[src/rtl/priority_encoder_rr.sv]
// rtl/priority_encoder_rr.sv - registered priority encoder, fixed or round-robin
// The round-robin search descends from ptr with wrap; ptr moves just below each winner.
module priority_encoder_rr #(
  parameter  int N = 8,
  localparam int W = $clog2(N)
) (
  input  logic         clk,
  input  logic         rst_n,
  input  logic         en,
  input  logic         rr,
  input  logic [N-1:0] x,
  output logic [W-1:0] y,
  output logic [N-1:0] gnt,
  output logic         z
);

  logic [W-1:0] ptr;
  logic [W-1:0] fix_idx;
  logic [W-1:0] rr_idx;
  logic [W-1:0] scan;
  logic         rr_hit;
  logic [W-1:0] win;
  logic [W-1:0] ptr_next;
  logic [N-1:0] onehot;

  always_comb begin
    fix_idx = '0;
    for (int i = 0; i < N; i++) begin
      if (x[i]) fix_idx = W'(i);
    end
  end

  // Scan index is ptr - i modulo N; adding N on underflow keeps it in 0..N-1
  // for non-power-of-two N as well.
  always_comb begin
    rr_idx = '0;
    rr_hit = 1'b0;
    scan   = '0;
    for (int i = 0; i < N; i++) begin
      scan = ptr - W'(i);
      if (W'(i) > ptr) scan = scan + W'(N);
      if (!rr_hit && x[scan]) begin
        rr_hit = 1'b1;
        rr_idx = scan;
      end
    end
  end

  always_comb begin
    win      = rr ? rr_idx : fix_idx;
    ptr_next = (win == '0) ? W'(N - 1) : win - W'(1);
    onehot   = {{(N-1){1'b0}}, 1'b1} << win;
  end

  always_ff @(posedge clk or negedge rst_n) begin
    if (!rst_n) begin
      y   <= '0;
      gnt <= '0;
      z   <= 1'b0;
      ptr <= W'(N - 1);
    end else if (en && (|x)) begin
      y   <= win;
      gnt <= onehot;
      z   <= 1'b1;
      ptr <= ptr_next;
    end else begin
      y   <= '0;
      gnt <= '0;
      z   <= 1'b0;
    end
  end

endmodule

[config.mk]
export PLATFORM = sky130hd
export DESIGN_NAME = priority_encoder_rr
export DESIGN_NICKNAME = d
export VERILOG_FILES = /design/src/rtl/priority_encoder_rr.sv
export SDC_FILE = /design/constraint.sdc
export NUM_CORES = 1
export LEC_CHECK = 0
export CORE_MARGIN = 2
export CORE_UTILIZATION = 40
export DETAILED_ROUTE_END_ITERATION = 12
export GPL_ROUTABILITY_DRIVEN = 0
export HOLD_SLACK_MARGIN = 0.12
export PLACE_DENSITY = 0.59
export SYNTH_ARGS = -nofsm -noshare
export SYNTH_HDL_FRONTEND = slang
export SYNTH_SLANG_ARGS = --single-unit
export TNS_END_PERCENT = 1
[constraint.sdc]
create_clock -name clk -period 5.1 [get_ports clk]
set_input_delay 0.51 -clock clk [delete_from_list [all_inputs] [get_ports clk]]
set_output_delay 0.51 -clock clk [all_outputs]
set_load 0.03 [all_outputs]
## Word level (Yosys, flattened, before mapping)

Index checks and enable logic that the tools add are counted.

| word-level totals | value |
|---|---|
| flip-flop bits (word level) | 15 |
| bits in latches | 0 |
| RAM bits | 0 |
| bits in read-only memories | 0 |
| output and inout bits | 12 |
| word-level logic and storage cells | 81 |
| memories kept | 0 |

| cells by class | value |
|---|---|
| $add $sub $neg | 8 |
| multiply operators | 0 |
| divide/modulo/power cells | 0 |
| $lt $le $gt $ge | 8 |
| equal/unequal tests | 0 |
| shift-type cells | 1 |
| multiplexer cells | 43 |
| bitwise logic cells | 0 |
| reductions and logical operators | 17 |

Operator list:

| cell | number |
|---|---|
| $mux W3 | 15 |
| $lt A3 B4 Y1 const B | 8 |
| $bmux W1 S3 | 8 |
| $mux W1 | 17 |
| $sub A3 B3 Y3 const B | 4 |
| $logic_and A1 B1 Y1 | 8 |
| $mux W8 | 1 |
| $reduce_or A8 Y1 | 1 |
| $shl A1 B3 Y8 const A | 1 |
| $logic_not A1 Y1 | 7 |
| $sub A3 B1 Y3 const B | 2 |
| $sub A3 B2 Y3 const B | 2 |
| $mux W2 | 2 |
| $logic_not A3 Y1 | 1 |

## Depth between registers and ports, before layout

Gate-level depths: netlist of run 1.

| logic depth | value |
|---|---|
| depth in word-level cells | 27 |
| depth in mapped cells | 18 |
| depth with buffers taken out | 14 |

## Worst setup path before layout of run 1

No wires, ideal clock.

| path | value |
|---|---|
| kind | reg-to-reg |
| from | register ptr[0] |
| to | register ptr[2] |
| arrival time | 4.113 ns |
| data required time | 5.012 ns |
| setup slack | 0.899 ns |
| cell stages (with the launch flop) | 16 |
| path buffers | 3 |
| cells stage by stage | dfstp_2 buf_6 buf_8 buf_2 inv_1 ha_1 mux4_2 a21oi_1 a32oi_2 or3b_1 o221a_1 a31o_1 a31o_1 ha_1 o211a_1 or3_1 |

| between the ends | value |
|---|---|
| cells in the longest elaborated chain, start to end | 27 |
| elaborated cells on any way between the ends | 56 |

Ends and longest elaborated chain:

| what | RTL line | source |
|---|---|---|
| from (decl) | 17 | `logic [W-1:0] ptr;` |
| from (signal assigned) | 60 | `ptr <= W'(N - 1);` |
| from (signal assigned) | 65 | `ptr <= ptr_next;` |
| branches (longest 23 deep; another with $sub A3 B1 Y3) | - |  |
| $mux W3 * | 42 | `if (!rr_hit && x[scan]) begin` |
| $mux W3 * | 50 | `win = rr ? rr_idx : fix_idx;` |
| $sub A3 B1 Y3 / $logic_not A3 Y1 (equally long branches) | 51 | `ptr_next = (win == '0) ? W'(N - 1) : win - W'(1);` |
| $mux W3 * | 51 |  |

Every way passes the cells marked *. The select of a mux whose other input is x is not followed.
A chain may end at the register's enable or synchronous reset.

## Final worst setup path of run 1

| path | value |
|---|---|
| from | register ptr[1] |
| to | register ptr[2] |

Same word-level chain as after synthesis.

==> metrics.log, run 1 <==
[metrics] vias: 1453
[metrics] syn_nets: 198
[metrics] critical path's top delay family: compound AO/OA/AOI/OAI gates
[metrics] final critical delay including setup and external delays: 4510 ps
[metrics] ratio of final minimum period to clock period: 0.884
[metrics] # resized after CTS: 0
[metrics] final antenna-violating net count: 0
[metrics] Antenna Cells: 0
[metrics] initial detailed-routing violation count: 161
[metrics] vias in the first global route: 1411
[metrics] summed negative setup slack over all endpoints: 0 ps
[metrics] final instance area: 1960 um2
[metrics] peak per-stage delay on the critical path: 670 ps
[metrics] status: finished, final reports clean
[metrics] static leakage: 0.823 nW
[metrics] synthesized netlist cell count: 179
[metrics] f_max: 0.222 GHz
[metrics] detailed-routing iteration count for the pre-antenna-repair pass: 4
[metrics] Initial Utilization: 0.423
[metrics] worst min path class: flop to flop
[metrics] dpl cell area: 1910 um2
[metrics] worst slack after detailed placement: 615 ps
[metrics] endpoint required time on the critical path: 5270 ps
[metrics] Layout Skew: 5.49 ps
[metrics] floorplan die area: 4840 um2
[metrics] clk buf depth: 2
[metrics] final setup vio count: 0
[metrics] buffer and inverter count on the worst path: 1
[metrics] post-detailed-route wirelength per cell: 16.8 um
[metrics] Post-layout nets: 214
[metrics] fraction of final layout cells with drive strength greater than 1: 0.206
[metrics] number of levels the H-tree was split into: 1
[metrics] crit path max-delay cell type: sky130_fd_sc_hd__dfstp_2
[metrics] die span in x: 69.5 um
[metrics] first-pass GRT wire length: 6910 um
[metrics] Worst Setup Path Type: flop to flop
[metrics] root buffer selected by CTS: sky130_fd_sc_hd__clkbuf_8
[metrics] Core Box Area: 4060 um2
[metrics] sequential-to-total area share from yosys stat: 0.221
[metrics] Detailed Place HPWL: 3160 um
[metrics] GRT Util Overall: 0.174
[metrics] critical path capture point type: flop
[metrics] number of flops mapped to enable cells by yosys: 0
[metrics] I/O pin total: 24
[metrics] remaining global-route overflow: 0
[metrics] post-CTS clock slew at the launch and capture registers of the worst setup and hold paths: 70 ps
[metrics] Skew-Pair Late Insertion Delay: 250 ps
[metrics] post-CTS setup buffer count: 0
[metrics] Post-Route Utilization: 0.484
[metrics] Area Overhead vs Synth: 14.3%
[metrics] Synth Flop Type: sky130_fd_sc_hd__dfrtp_1
[metrics] number of clock sinks: 15
[metrics] yosys warns: 0
[metrics] asr flop ratio synth: 1.00
[metrics] worst voltage drop across the vdd grid: 0.394 mV
[metrics] final count of hold timing violations: 0
[metrics] Netlist Area Pre-Place: 1720 um2
[metrics] number of non-filler instances in the completed layout: 244
[metrics] DR vias/cell: 5.95
[metrics] distinct cell type count of the synthesized netlist: 61
[metrics] number of pins with negative max-slew slack in the final report: 0
[metrics] number of remaining DRC errors: 0
[metrics] flip-flop and latch count after synthesis: 15
[metrics] placed insts: 240
[metrics] number of buffers created by CTS: 3
[metrics] Worst Slack Setup Final: 592 ps
[metrics] Avg Cell Area, Syn: 9.60 um2
[metrics] RSZ-0062 raised after global routing: false
[metrics] power density over the cells: 739 nW/um2
[metrics] reported max-cap violation count: 0
[metrics] largest net degree at the start of global routing: 26
[metrics] total length of routed wires: 4100 um
[metrics] number of buffers inserted for hold repair after clock tree synthesis: 0
[metrics] Data arrival, critical path: 4670 ps
[metrics] pin slew with the least headroom to its limit: 624 ps
[metrics] Critical Path Fanout Max: 14
[metrics] Worst slew margin: 0.583
[metrics] clock tree from TritonCTS: yes
[metrics] number of port buffers: 23
[metrics] Cell Rows: 23
[metrics] vertical extent of the die: 69.5 um
[metrics] kind of start point of the critical path: flop
[metrics] initial antenna violation count: 0
[metrics] list of cells traversed by the critical path: inv_2 -> ha_1 -> mux4_2 -> a21oi_1 -> a32oi_2 -> or3b_1 -> o221a_1 -> a31o_1 -> a31o_1 -> ha_1 -> o211a_1 -> or3_1
[tightest hold or removal path, delay by kind of cell, from the launching register on]
kind / cells / cell delay, ps
DFF: 1 / 440
and+or+nand+nor: 1 / 70
AOI/OAI and AO/OA: 1 / 70
[metal layers]
layer | vias up | wire length, um | track usage
li1 | 686 | - | -
met1 | 709 | 1820 | 0.250
met2 | 50 | 1940 | 0.269
met3 | 8 | 247 | 0.0276
met4 | 0 | 84 | 0.0566
met5 | - | 0 | 0
[synthesized netlist by cell type (all sizes together), types with 2 or more instances]
cell type,instances,area share
nand2,24,0.052
nor2,15,0.034
dfrtp,12,0.17
mux4,12,0.16
buf,10,0.053
inv,10,0.022
mux2,9,0.061
mux2i,8,0.056
o21ai,8,0.023
ha,7,0.051
a21oi,4,0.012
nor2b,4,0.019
nor3,4,0.018
o22ai,4,0.018
or2,4,0.016
a221oi,3,0.019
a31o,3,0.015
and2b,3,0.013
clkbuf,3,0.0073
dfstp,3,0.046
o211ai,3,0.013
a22oi,2,0.0087
a31oi,2,0.0073
and3,2,0.0080
nand2b,2,0.0073
nor4,2,0.0073
[per-stage QoR]
step	total power [W]	hold WS (ps)
2_1_floorplan	0.00114	214
3_3_place_gp	0.00132	575
3_5_place_dp	0.00134	581
4_1_cts	0.00145	591
5_1_grt	0.00157	637
6_report	0.00145	587
[power by group]
part | total [W] | internal (W) | switching (W)
Combinational | 0.00114 | 0.000510 | 0.000626
Clock | 0.0000979 | 0.0000548 | 0.0000431
Sequential | 0.000216 | 0.000170 | 0.0000461
[area by class of cell]
| type | instances | area, um2 |
|---|---|---|
| inverters | 10 | 37.5 |
| repair buffers | 24 | 238 |
| well taps | 50 | 62.6 |
| flip-flops and latches | 15 | 379 |
| clock buffers | 3 | 41.3 |
| multi-input cells | 141 | 1200 |
| fillers | 377 | 2090 |
| clock inverters | 1 | 7.51 |
[flip-flops by register name, indices dropped and copies added, names as in the netlist]
name	count
gnt	8
z	1
y	3
ptr	3
[worst paths after layout]
check / startpoint / to / slack, ps / cells past startpoint
worst min-delay path: ptr[1] / ptr[1] / 590 / 2
worst min register to register: ptr[1] / ptr[1] / 590 / 2
worst max-delay path: ptr[1] / ptr[2] / 590 / 12
worst max register to register: ptr[1] / ptr[2] / 590 / 12
min in group asynchronous: rst_n / z / 650 / 1
max in group asynchronous: rst_n / y[2] / 4040 / 1
[kinds of logic after synthesis]
logic type / share of synthesized area
buffers and inverters: 0.0823
adders and majority gates: 0.0510
AOI/OAI and AO/OA: 0.166
muxes: 0.275
xor gates and xnor gates: 0.0102
and+or+nand+nor: 0.195
DFF: 0.221
[placed cells by master (no fill, tap or decap), types with 3 or more instances in the layout]
| cell | instances |
|---|---|
| sky130_fd_sc_hd__nand2_1 | 24 |
| sky130_fd_sc_hd__clkdlybuf4s50_1 | 23 |
| sky130_fd_sc_hd__nor2_1 | 14 |
| sky130_fd_sc_hd__mux4_2 | 12 |
| sky130_fd_sc_hd__dfrtp_1 | 12 |
| sky130_fd_sc_hd__inv_1 | 9 |
| sky130_fd_sc_hd__ha_1 | 7 |
| sky130_fd_sc_hd__mux2i_1 | 6 |
| sky130_fd_sc_hd__o21ai_0 | 6 |
| sky130_fd_sc_hd__mux2_2 | 5 |
| sky130_fd_sc_hd__a21oi_1 | 4 |
| sky130_fd_sc_hd__mux2_1 | 3 |
| sky130_fd_sc_hd__nor2b_1 | 3 |
| sky130_fd_sc_hd__o22ai_1 | 3 |
| sky130_fd_sc_hd__nor3_1 | 3 |
| sky130_fd_sc_hd__o211ai_1 | 3 |
| sky130_fd_sc_hd__and2b_1 | 3 |
| sky130_fd_sc_hd__clkbuf_8 | 3 |
| sky130_fd_sc_hd__dfstp_2 | 3 |
(Power assumes the default switching activity.)
==> run 2: changes to the inputs <==
ABC_CLOCK_PERIOD_IN_PS = 5100   (was not set)
CTS_CLUSTER_DIAMETER = 200   (was not set)
==> results of run 2 <==
Final layout, timing and power as in run 1 (identical DEF).
==> run 3: changes to the inputs <==
CELL_PAD_IN_SITES_DETAIL_PLACEMENT = 2   (was not set)
CELL_PAD_IN_SITES_GLOBAL_PLACEMENT = 2   (was not set)
CORE_UTILIZATION = 35   (was 40)
PLACE_DENSITY = 0.79   (was 0.59)
==> run 3 against run 2 <==
Compared with the run above: clock power increased by 5%; largest power group unchanged; sequential power decreased by 4%; register-to-register slack improved by 160 ps; global-route usage increased by 5.6 points; critical path depth unchanged; core utilization decreased by 6.3 points; via count increased by 4.8%; first-iteration DRC count decreased by 42%; clock-buffer cell count unchanged; non-clock buffer count increased by 1; sequential cell count unchanged; die area increased by 13%.
==> metrics.log, run 3 (same netlist as run 1, synthesis figures left out) <==
[metrics] most common cell after layout, fill and taps aside: sky130_fd_sc_hd__nand2_1 (unchanged)
[metrics] power density over the cells: 765 nW/um2 (was 739 nW/um2)
[metrics] Worst slew margin: 0.549 (was 0.583)
[metrics] crit path max-delay cell type: sky130_fd_sc_hd__ha_1 (was sky130_fd_sc_hd__dfstp_2)
[metrics] vias in the first global route: 1684 (was 1411)
[metrics] number of fill cells in the layout: 511 (was 377)
[metrics] number of remaining DRC errors: 0 (unchanged)
[metrics] floorplan die area: 5480 um2 (was 4840 um2)
[metrics] list of cells traversed by the critical path: inv_2 -> ha_1 -> mux4_2 -> a21oi_1 -> a32oi_2 -> or3b_1 -> o221a_1 -> a31o_1 -> a31o_1 -> ha_1 -> o211a_1 -> or3_1 (unchanged)
[metrics] die span in x: 74.1 um (was 69.5 um)
[metrics] Routed met2 length: 2930 um (was 1940 um)
[metrics] final setup vio count: 0 (unchanged)
[metrics] register with the most flip-flops: gnt (unchanged)
[metrics] DR vias/cell: 5.81 (was 5.95)
[metrics] ratio of final minimum period to clock period: 0.852 (was 0.884)
[metrics] peak per-stage delay on the critical path: 660 ps (was 670 ps)
[metrics] registers with the most flip-flops: gnt x8, ptr x3, y x3 (unchanged)
[metrics] GRT Util Overall: 0.230 (was 0.174)
[metrics] worst voltage drop across the vdd grid: 0.282 mV (was 0.394 mV)
[metrics] initial detailed-routing violation count: 93 (was 161)
[metrics] summed negative setup slack over all endpoints: 0 ps (unchanged)
[metrics] final critical delay including setup and external delays: 4340 ps (was 4510 ps)
[metrics] top sig layer: met4 (unchanged)
[metrics] post-detailed-route wirelength per cell: 22.0 um (was 16.8 um)
[metrics] number of port buffers: 23 (unchanged)
[metrics] most used cells in the layout excluding fill and tap cells: 24 x sky130_fd_sc_hd__nand2_1, 23 x sky130_fd_sc_hd__clkdlybuf4s50_1, 14 x sky130_fd_sc_hd__nor2_1 (unchanged)
[metrics] kind of start point of the critical path: flop (unchanged)
[metrics] number of levels the H-tree was split into: 1 (unchanged)
[metrics] remaining global-route overflow: 0 (unchanged)
[metrics] status: finished, final reports clean (unchanged)
[metrics] I/O pin total: 24 (unchanged)
[metrics] post-CTS setup buffer count: 0 (unchanged)
[metrics] Initial Utilization: 0.364 (was 0.423)
[metrics] Detailed Place HPWL: 4170 um (was 3160 um)
[metrics] post-CTS clock slew at the launch and capture registers of the worst setup and hold paths: 70 ps (about the same)
[metrics] initial antenna violation count: 0 (unchanged)
[metrics] detailed-routing iteration count for the pre-antenna-repair pass: 7 (was 4)
[metrics] final antenna-violating net count: 0 (unchanged)
[metrics] final count of hold timing violations: 0 (unchanged)
[metrics] Core Box Area: 4720 um2 (was 4060 um2)
[metrics] met3 WL: 249 um (was 247 um)
[metrics] critical path capture point type: flop (unchanged)
[metrics] flip-flop count of the largest register, all copies and words added: 8 (unchanged)
[metrics] Data arrival, critical path: 4520 ps (was 4670 ps)
[metrics] Critical Path Fanout Max: 14 (unchanged)
[metrics] vias: 1523 (was 1453)
[metrics] number of non-filler instances in the completed layout: 262 (was 244)
[metrics] first-pass GRT wire length: 9500 um (was 6910 um)
[metrics] placed insts: 258 (was 240)
[metrics] Area Overhead vs Synth: 15.8% (was 14.3%)
[metrics] number of buffers inserted for hold repair after clock tree synthesis: 0 (unchanged)
[metrics] # resized after CTS: 0 (unchanged)
[metrics] vertical extent of the die: 74.1 um (was 69.5 um)
[metrics] endpoint required time on the critical path: 5270 ps (about the same)
[metrics] number of clock sinks: 15 (unchanged)
[metrics] largest net degree at the start of global routing: 26 (unchanged)
[metrics] Cell Rows: 25 (was 23)
[metrics] total length of routed wires: 5760 um (was 4100 um)
[metrics] pin slew with the least headroom to its limit: 674 ps (was 624 ps)
[metrics] fraction of final layout cells with drive strength greater than 1: 0.210 (was 0.206)
[metrics] Antenna Cells: 0 (unchanged)
[metrics] smallest hold slack: 662 ps (was 587 ps)
[metrics] Post-layout nets: 215 (was 214)
[metrics] worst min path class: input port to asynchronous set/reset pin (was flop to flop)
[metrics] RSZ-0062 raised after global routing: false (unchanged)
[metrics] reported max-cap violation count: 0 (unchanged)
[metrics] met1 wire length: 2530 um (was 1820 um)
[metrics] number of buffers created by CTS: 3 (unchanged)
[metrics] clk buf depth: 2 (unchanged)
[metrics] number of pins with negative max-slew slack in the final report: 0 (unchanged)
[metrics] Skew-Pair Late Insertion Delay: 250 ps (about the same)
[metrics] clock tree from TritonCTS: yes (unchanged)
[metrics] f_max: 0.230 GHz (was 0.222 GHz)
[metrics] root buffer selected by CTS: sky130_fd_sc_hd__clkbuf_8 (unchanged)
[metrics] static leakage: 0.831 nW (was 0.823 nW)
[metrics] Worst Setup Path Type: flop to flop (unchanged)
[metrics] Layout Skew: 3.27 ps (was 5.49 ps)
==> run 3: cell count changes in the layout (fill, tap and decap cells not counted) <==
cell | before | now
sky130_fd_sc_hd__clkinvlp_4 | 1 | 0
sky130_fd_sc_hd__clkinv_2 | 0 | 1
sky130_fd_sc_hd__buf_4 | 1 | 2
==> run 3: per-layer routing <==
layer	vias up	GRT usage
met5	-	0
met4	0	0.0364
met3	6	0.0312
met2	41	0.389
met1	786	0.322
li1	690	-
==> run 3: worst paths after layout <==
kind / end / slack (ps) / startpoint / depth (start not counted)
hold reg to reg: ptr[1] / 750 / ptr[1] / 3
min in group clk: ptr[1] / 750 / ptr[1] / 3
hold / removal: y[0] / 660 / rst_n / 1
setup / recovery: ptr[2] / 760 / ptr[1] / 12
setup reg to reg: ptr[2] / 760 / ptr[1] / 12
max in group asynchronous: gnt[0] / 4010 / rst_n / 1
==> run 3: area by class of cell <==
cell class / count / area [um2] / area share
flip-flops and latches: 15 / 379 / 0.191
repair buffers: 25 / 245 / 0.123
multi-input cells: 141 / 1200 / 0.602
well taps: 67 / 83.8 / 0.0421
clock buffers: 3 / 41.3 / 0.0208
inverters: 10 / 37.5 / 0.0189
clock inverters: 1 / 5.00 / 0.00252
==> run 3: worst max-delay path, delay by kind of cell, from the launching register on <==
kind                     cells  cell delay (ps)
AO/OA/AOI/OAI                6             1280
multiplexers                 1              610
buffers and inverters        1               90
flip-flops                   1              540
adder cells (fa/ha/maj)      2              930
AND/OR/NAND/NOR              2              810
==> run 3: stage by stage <==
stage	utilization	setup slack [ps]	cell area [um2]	power [W]
6_report	0.421	757	1990	0.00152
5_1_grt	0.421	452	1990	0.00164
4_1_cts	0.421	779	1990	0.00153
3_5_place_dp	0.411	806	1940	0.00140
3_3_place_gp	0.411	946	1940	0.00134
2_1_floorplan	-	899	1720	0.00114
==> run 3: where the power goes <==
| part | leakage [nW] | internal (W) | switching (W) |
|---|---|---|---|
| Sequential | 0.191 | 0.000170 | 0.0000387 |
| Clock | 0.0255 | 0.0000543 | 0.0000490 |
| Combinational | 0.615 | 0.000517 | 0.000694 |
